## config.mk

```make
export PLATFORM = sky130hd
export DESIGN_NAME = timer_unit_param_flat
export DESIGN_NICKNAME = d
export VERILOG_FILES = /design/src/rtl/timer_unit_param_if.sv /design/src/rtl/timer_unit_param.sv /design/src/flat_wrapper.sv
export SDC_FILE = /design/constraint.sdc
export NUM_CORES = 1
export LEC_CHECK = 0
export ABC_CLOCK_PERIOD_IN_PS = 3400
export CORE_MARGIN = 5
export CORE_UTILIZATION = 49
export DETAILED_ROUTE_END_ITERATION = 12
export PLACE_DENSITY = 0.85
export SLEW_MARGIN = 20
export SYNTH_ARGS = -nofsm -noshare
export SYNTH_HDL_FRONTEND = slang
export SYNTH_SLANG_ARGS = --single-unit
export TNS_END_PERCENT = 100
```

## constraint.sdc

```tcl
create_clock -name sysClock -period 3.4 [get_ports sysClock]
set_input_delay 0.51 -clock sysClock [delete_from_list [all_inputs] [get_ports sysClock]]
set_output_delay 0.51 -clock sysClock [all_outputs]
set_load 0.005 [all_outputs]
```

## src/rtl/timer_unit_param_if.sv

```systemverilog
// Register-level bus of the prescaled timer/compare unit: controls, compare values and flag/IRQ status.
interface timer_unit_param_if #(
   parameter int WIDTH   = 16,
   parameter int NUM_CMP = 2
);
   logic [2:0]               clk_sel;
   logic                     mode;
   logic                     TCNT_write_enable;
   logic [WIDTH-1:0]         TCNT_input;
   logic [NUM_CMP*WIDTH-1:0] OCR_input;
   logic [NUM_CMP:0]         flag_clear;
   logic [NUM_CMP:0]         int_mask;
   logic [WIDTH-1:0]         TCNT_output;
   logic [NUM_CMP:0]         TIFR_output;
   logic                     TIFR_write_enable;
   logic                     irq;

   modport master (
      output clk_sel, mode, TCNT_write_enable, TCNT_input, OCR_input, flag_clear, int_mask,
      input  TCNT_output, TIFR_output, TIFR_write_enable, irq
   );

   modport slave (
      input  clk_sel, mode, TCNT_write_enable, TCNT_input, OCR_input, flag_clear, int_mask,
      output TCNT_output, TIFR_output, TIFR_write_enable, irq
   );
endinterface

```

## src/rtl/timer_unit_param.sv

```systemverilog
// Prescaled up-counter with normal/CTC modes, NUM_CMP output-compare channels and sticky
// overflow/compare flags; channel 0 doubles as the CTC top value.
module timer_unit_param #(
   parameter int WIDTH   = 16,
   parameter int NUM_CMP = 2
) (
   input logic               sysClock,
   input logic               reset,
   timer_unit_param_if.slave bus
);
   localparam int PW = 10;

   logic [PW-1:0]    presc_q, presc_d, presc_last;
   logic [2:0]       sel_q;
   logic             sel_valid, sel_changed, tick;
   logic [WIDTH-1:0] tcnt_q, tcnt_d, ocr0;
   logic [NUM_CMP:0] flags_q, flags_d, set_v;
   logic             tifr_we_q, tifr_we_d;

   // NOTE: every signal assigned in always_comb gets a default first so no path can infer a latch.
   always_comb begin
      sel_valid  = 1'b1;
      presc_last = '0;
      case (bus.clk_sel)
         3'd1:    presc_last = 10'd0;
         3'd2:    presc_last = 10'd7;
         3'd3:    presc_last = 10'd63;
         3'd4:    presc_last = 10'd255;
         3'd5:    presc_last = 10'd1023;
         default: sel_valid  = 1'b0;
      endcase
   end

   // A select change (including the first cycle after reset) restarts a full prescaler period.
   assign sel_changed = (bus.clk_sel != sel_q);
   assign tick = sel_valid && !sel_changed && !bus.TCNT_write_enable && (presc_q == presc_last);

   always_comb begin
      presc_d = presc_q + 1'b1;
      if (!sel_valid || sel_changed || bus.TCNT_write_enable || tick) begin
         presc_d = '0;
      end
   end

   assign ocr0 = bus.OCR_input[WIDTH-1:0];

   always_comb begin
      tcnt_d = tcnt_q;
      set_v  = '0;
      if (bus.TCNT_write_enable) begin
         tcnt_d = bus.TCNT_input;
      end else if (tick) begin
         // Compares use the pre-update count, so the flag lands on the edge that leaves the value.
         for (int n = 0; n < NUM_CMP; n++) begin
            if (bus.OCR_input[n*WIDTH +: WIDTH] == tcnt_q) begin
               set_v[n+1] = 1'b1;
            end
         end
         if (bus.mode && (tcnt_q == ocr0)) begin
            tcnt_d = '0;
         end else begin
            tcnt_d   = tcnt_q + 1'b1;
            set_v[0] = &tcnt_q;
         end
      end
      flags_d   = (flags_q & ~bus.flag_clear) | set_v;
      tifr_we_d = |(set_v & ~flags_q);
   end

   // NOTE: state registers use non-blocking assignments so every flop samples pre-edge values.
   always_ff @(posedge sysClock) begin
      if (reset) begin
         presc_q   <= '0;
         sel_q     <= 3'd0;
         tcnt_q    <= '0;
         flags_q   <= '0;
         tifr_we_q <= 1'b0;
      end else begin
         presc_q   <= presc_d;
         sel_q     <= bus.clk_sel;
         tcnt_q    <= tcnt_d;
         flags_q   <= flags_d;
         tifr_we_q <= tifr_we_d;
      end
   end

   assign bus.TCNT_output       = tcnt_q;
   assign bus.TIFR_output       = flags_q;
   assign bus.TIFR_write_enable = tifr_we_q;
   assign bus.irq               = |(flags_q & bus.int_mask);
endmodule

```

## src/flat_wrapper.sv

```systemverilog
// flat-port wrapper written by rule: the top's interface ports become plain ports
module timer_unit_param_flat 
#(
   parameter int WIDTH   = 16,
   parameter int NUM_CMP = 2
)
  (sysClock, reset, bus_clk_sel, bus_mode, bus_TCNT_write_enable, bus_TCNT_input, bus_OCR_input, bus_flag_clear, bus_int_mask, bus_TCNT_output, bus_TIFR_output, bus_TIFR_write_enable, bus_irq);
  timer_unit_param_if #(.WIDTH(WIDTH), .NUM_CMP(NUM_CMP)) bus_i ();
  input logic sysClock;
  input logic reset;
  input wire logic [$bits(bus_i.clk_sel)-1:0] bus_clk_sel;
  input wire logic [$bits(bus_i.mode)-1:0] bus_mode;
  input wire logic [$bits(bus_i.TCNT_write_enable)-1:0] bus_TCNT_write_enable;
  input wire logic [$bits(bus_i.TCNT_input)-1:0] bus_TCNT_input;
  input wire logic [$bits(bus_i.OCR_input)-1:0] bus_OCR_input;
  input wire logic [$bits(bus_i.flag_clear)-1:0] bus_flag_clear;
  input wire logic [$bits(bus_i.int_mask)-1:0] bus_int_mask;
  output wire logic [$bits(bus_i.TCNT_output)-1:0] bus_TCNT_output;
  output wire logic [$bits(bus_i.TIFR_output)-1:0] bus_TIFR_output;
  output wire logic [$bits(bus_i.TIFR_write_enable)-1:0] bus_TIFR_write_enable;
  output wire logic [$bits(bus_i.irq)-1:0] bus_irq;
  assign bus_i.clk_sel = bus_clk_sel;
  assign bus_i.mode = bus_mode;
  assign bus_i.TCNT_write_enable = bus_TCNT_write_enable;
  assign bus_i.TCNT_input = bus_TCNT_input;
  assign bus_i.OCR_input = bus_OCR_input;
  assign bus_i.flag_clear = bus_flag_clear;
  assign bus_i.int_mask = bus_int_mask;
  assign bus_TCNT_output = bus_i.TCNT_output;
  assign bus_TIFR_output = bus_i.TIFR_output;
  assign bus_TIFR_write_enable = bus_i.TIFR_write_enable;
  assign bus_irq = bus_i.irq;
  timer_unit_param #(.WIDTH(WIDTH), .NUM_CMP(NUM_CMP)) u_core (.sysClock(sysClock), .reset(reset), .bus(bus_i));
endmodule
```

==> metrics <==
status=finished clean; initial antenna violation count=0; quantity of gates resized following cts=0; clock net sink count=33; Core Area=0.00469 mm^2; Post-Synthesis Cells=293; number of synthesized flops with an enable pin=0; Hold WS=0.485 ns; H-tree depth=2; CP endpoint kind=register; Leak=1.13 nW; routability cong.=0.810; Initial Util=49.9%; Setup CP Type=input pin to register; reg-to-reg critical path endpoint=u_core.bus.TIFR_write_enable; Final Cycle Share=77.2%; Root Driver=clkbuf_8; relative slew slack=35.2%; reg2reg path depth=6; Die ar.=0.00627 mm^2; # DRC=0; syn nets=356; Seq cells post-synth=33; Fin. Hold Viols=0; FILL cells=391; fin util=68.6%; GRT Overall Usage=22.1%; drt pass-1 iters=4; Setup TNS Final=0 ns; Syn. warnings=0; Final Max Slew Viols=0; Syn Std Cell Area=0.00234 mm^2; Die Y=79.2 um; Detailed Place HPWL=5170 um; CTS tree=built; global route overflow=0; share of layout cells above drive strength 1=5.22%; CP Data Arrival Time=2.84 ns; Ant. Diodes=0; Die X=79.2 um; Placed Area=0.00313 mm^2; global-route wire length before repair=11000 um; Vias=2435; worst-margin pin slew=0.968 ns; top_reg_cell synth=dfxtp_1; Num CTS Buffers=5; R2R Setup Slk=1.10 ns; clock slew seen by the registers of the worst setup and hold paths=0.07 ns; Clock Latency Late Sink=0.29 ns; commonest non-fill, non-tap cell in the layout=clkdlybuf4s50_1; VDD IR-drop max=0.000233 V; area occupied by multi-input gates=0.00155 mm^2; PwrDens=294 mW/mm^2; Seq/Total Area, Yosys=28.2%; Worst Hold Launch=u_core.presc_q[0]; Clock Skew=0.0116 ns; Period minus WS final=2.62 ns; Post-DRT Antenna Nets=0; fin nets=426; initial drt markers=171; Post-CTS Setup Bufs=0; Ports=82; Async SR Flop Fraction=0%; hold path depth=1; worst path required time=3.61 ns; WL/cell=16.2 um; critical-path maximum fanout=19; RR Startpoint=u_core.bus.TCNT_output[0]; Power Total=0.945 mW; number of library cell types mapped by synthesis=57; via/cell ratio=5.83; Hold Crit Class=register to register; largest net degree at the start of global routing=20; hold-fix buffers at CTS=0; FF+latch area=661 um^2; final setup vio count=0; Total Routed Length=6780 um; worst-case clock buffer depth=2; Post-Syn Area per Cell=8.00 um^2; MaxCap Viol Count=0; Port-buffer cells=81; vias in the first global route=2348; synthesis-to-layout area growth=37.3%; Max Fclk=0.381 GHz; WHS Endpoint=u_core.presc_q[0]; commonest cells after routing, fill and taps aside=81 x clkdlybuf4s50_1, 33 x dfxtp_1, 30 x nand2_1, 29 x nor2_1; RSZ-0062 raised after global routing=false; fin area=0.00322 mm^2; Worst Setup Start Kind=input pin; Core Rows=25
==> synth_stat cells, types with 2 or more instances <==
cell,instances,area [um^2]
nor4_1,4,25.0
ha_1,2,25.0
dfxtp_1,33,661
nand4_1,12,75.1
a2bb2oi_1,2,17.5
nor2b_1,5,31.3
clkbuf_1,6,22.5
or4_1,5,37.5
and4_1,2,17.5
a31oi_1,2,12.5
a32oi_1,4,35.0
xor2_1,21,184
nand3b_1,3,22.5
o21ai_1,3,15.0
o211ai_1,7,52.6
and2_1,2,12.5
buf_6,2,22.5
nand2_1,30,113
a21oi_1,10,50.1
buf_2,12,60.1
o21a_1,2,15.0
and3_1,4,25.0
o22a_1,2,17.5
a211oi_1,4,30.0
or3_1,8,50.1
xnor2_1,21,184
o21ai_0,3,15.0
nand2b_1,3,18.8
inv_1,6,22.5
nor3_1,10,50.1
a32o_1,2,20.0
nor2_1,29,109
nand3_1,8,40.0
==> registers in the layout (all words and copies together) (netlist names) <==
name,cells
u_core.bus.TIFR_output,3
u_core.presc_q,10
u_core.sel_q,3
u_core.bus.TCNT_output,16
u_core.bus.TIFR_write_enable,1
==> worst max-delay path, stage by stage <==
cell and delay [ns]:
clkdlybuf4s50_1 0.62, xnor2_1 0.18, nor4b_2 0.26, o22a_2 0.23, nand4_4 0.27, or4_1 0.60
a21oi_1 0.15
==> how the worst max path moves through the flow <==
stage | slack, ns | end | from | cells after the start
final | 0.78 | u_core.bus.TIFR_output[0] | bus_clk_sel[2] | 7
after CTS | 0.78 | u_core.bus.TIFR_output[0] | bus_clk_sel[2] | 7
after global routing | 0.63 | u_core.bus.TIFR_output[0] | bus_clk_sel[2] | 7
after floorplan | 1.41 | u_core.bus.TCNT_output[11] | bus_OCR_input[12] | 7
after global placement | 0.62 | u_core.bus.TIFR_output[0] | bus_clk_sel[2] | 7
after detailed placement | 0.55 | u_core.bus.TIFR_output[0] | bus_clk_sel[2] | 7
==> layer usage <==
| metal | global-route usage, % | vias up | part of all wire, % |
|---|---|---|---|
| li1 | - | 1194 | - |
| met4 | 8.76 | 0 | 2.9 |
| met1 | 26.1 | 1104 | 43 |
| met5 | 0 | - | 0 |
| met2 | 38.0 | 117 | 46 |
| met3 | 5.56 | 20 | 8.2 |
==> cell families (layout without fill, tap and decap cells) <==
family          Yosys count  after routing  synth area share, %
simple gates            132            132                 30.6
mux                       1              1                0.961
xor+xnor                 43             43                 16.4
compound gates           54             54                 17.0
buf+inv                  28             99                 5.82
fa+ha+maj                 2              2                 1.07
flops                    33             33                 28.2
==> area by class of cell <==
| cell class | count | share of cell area, % |
|---|---|---|
| clock buffer | 6 | 2.26 |
| inverter | 7 | 0.817 |
| clock inverter | 2 | 0.311 |
| tap | 54 | 2.10 |
| timing repair buffer | 84 | 25.9 |
| multi-input combinational | 232 | 48.1 |
| sequential | 33 | 20.5 |
==> per-stage QoR <==
step | setup slack (ns) | instances
finish | 0.776 | 418
global route | 0.628 | 418
CTS | 0.775 | 418
detailed placement | 0.546 | 410
global placement | 0.621 | 410
floorplan | 1.41 | 293
==> where the power goes <==
| group | internal (mW) | switching, mW |
|---|---|---|
| combinational | 0.140 | 0.0785 |
| sequential | 0.403 | 0.0383 |
| clock | 0.142 | 0.144 |
(Power assumes the default switching activity.)
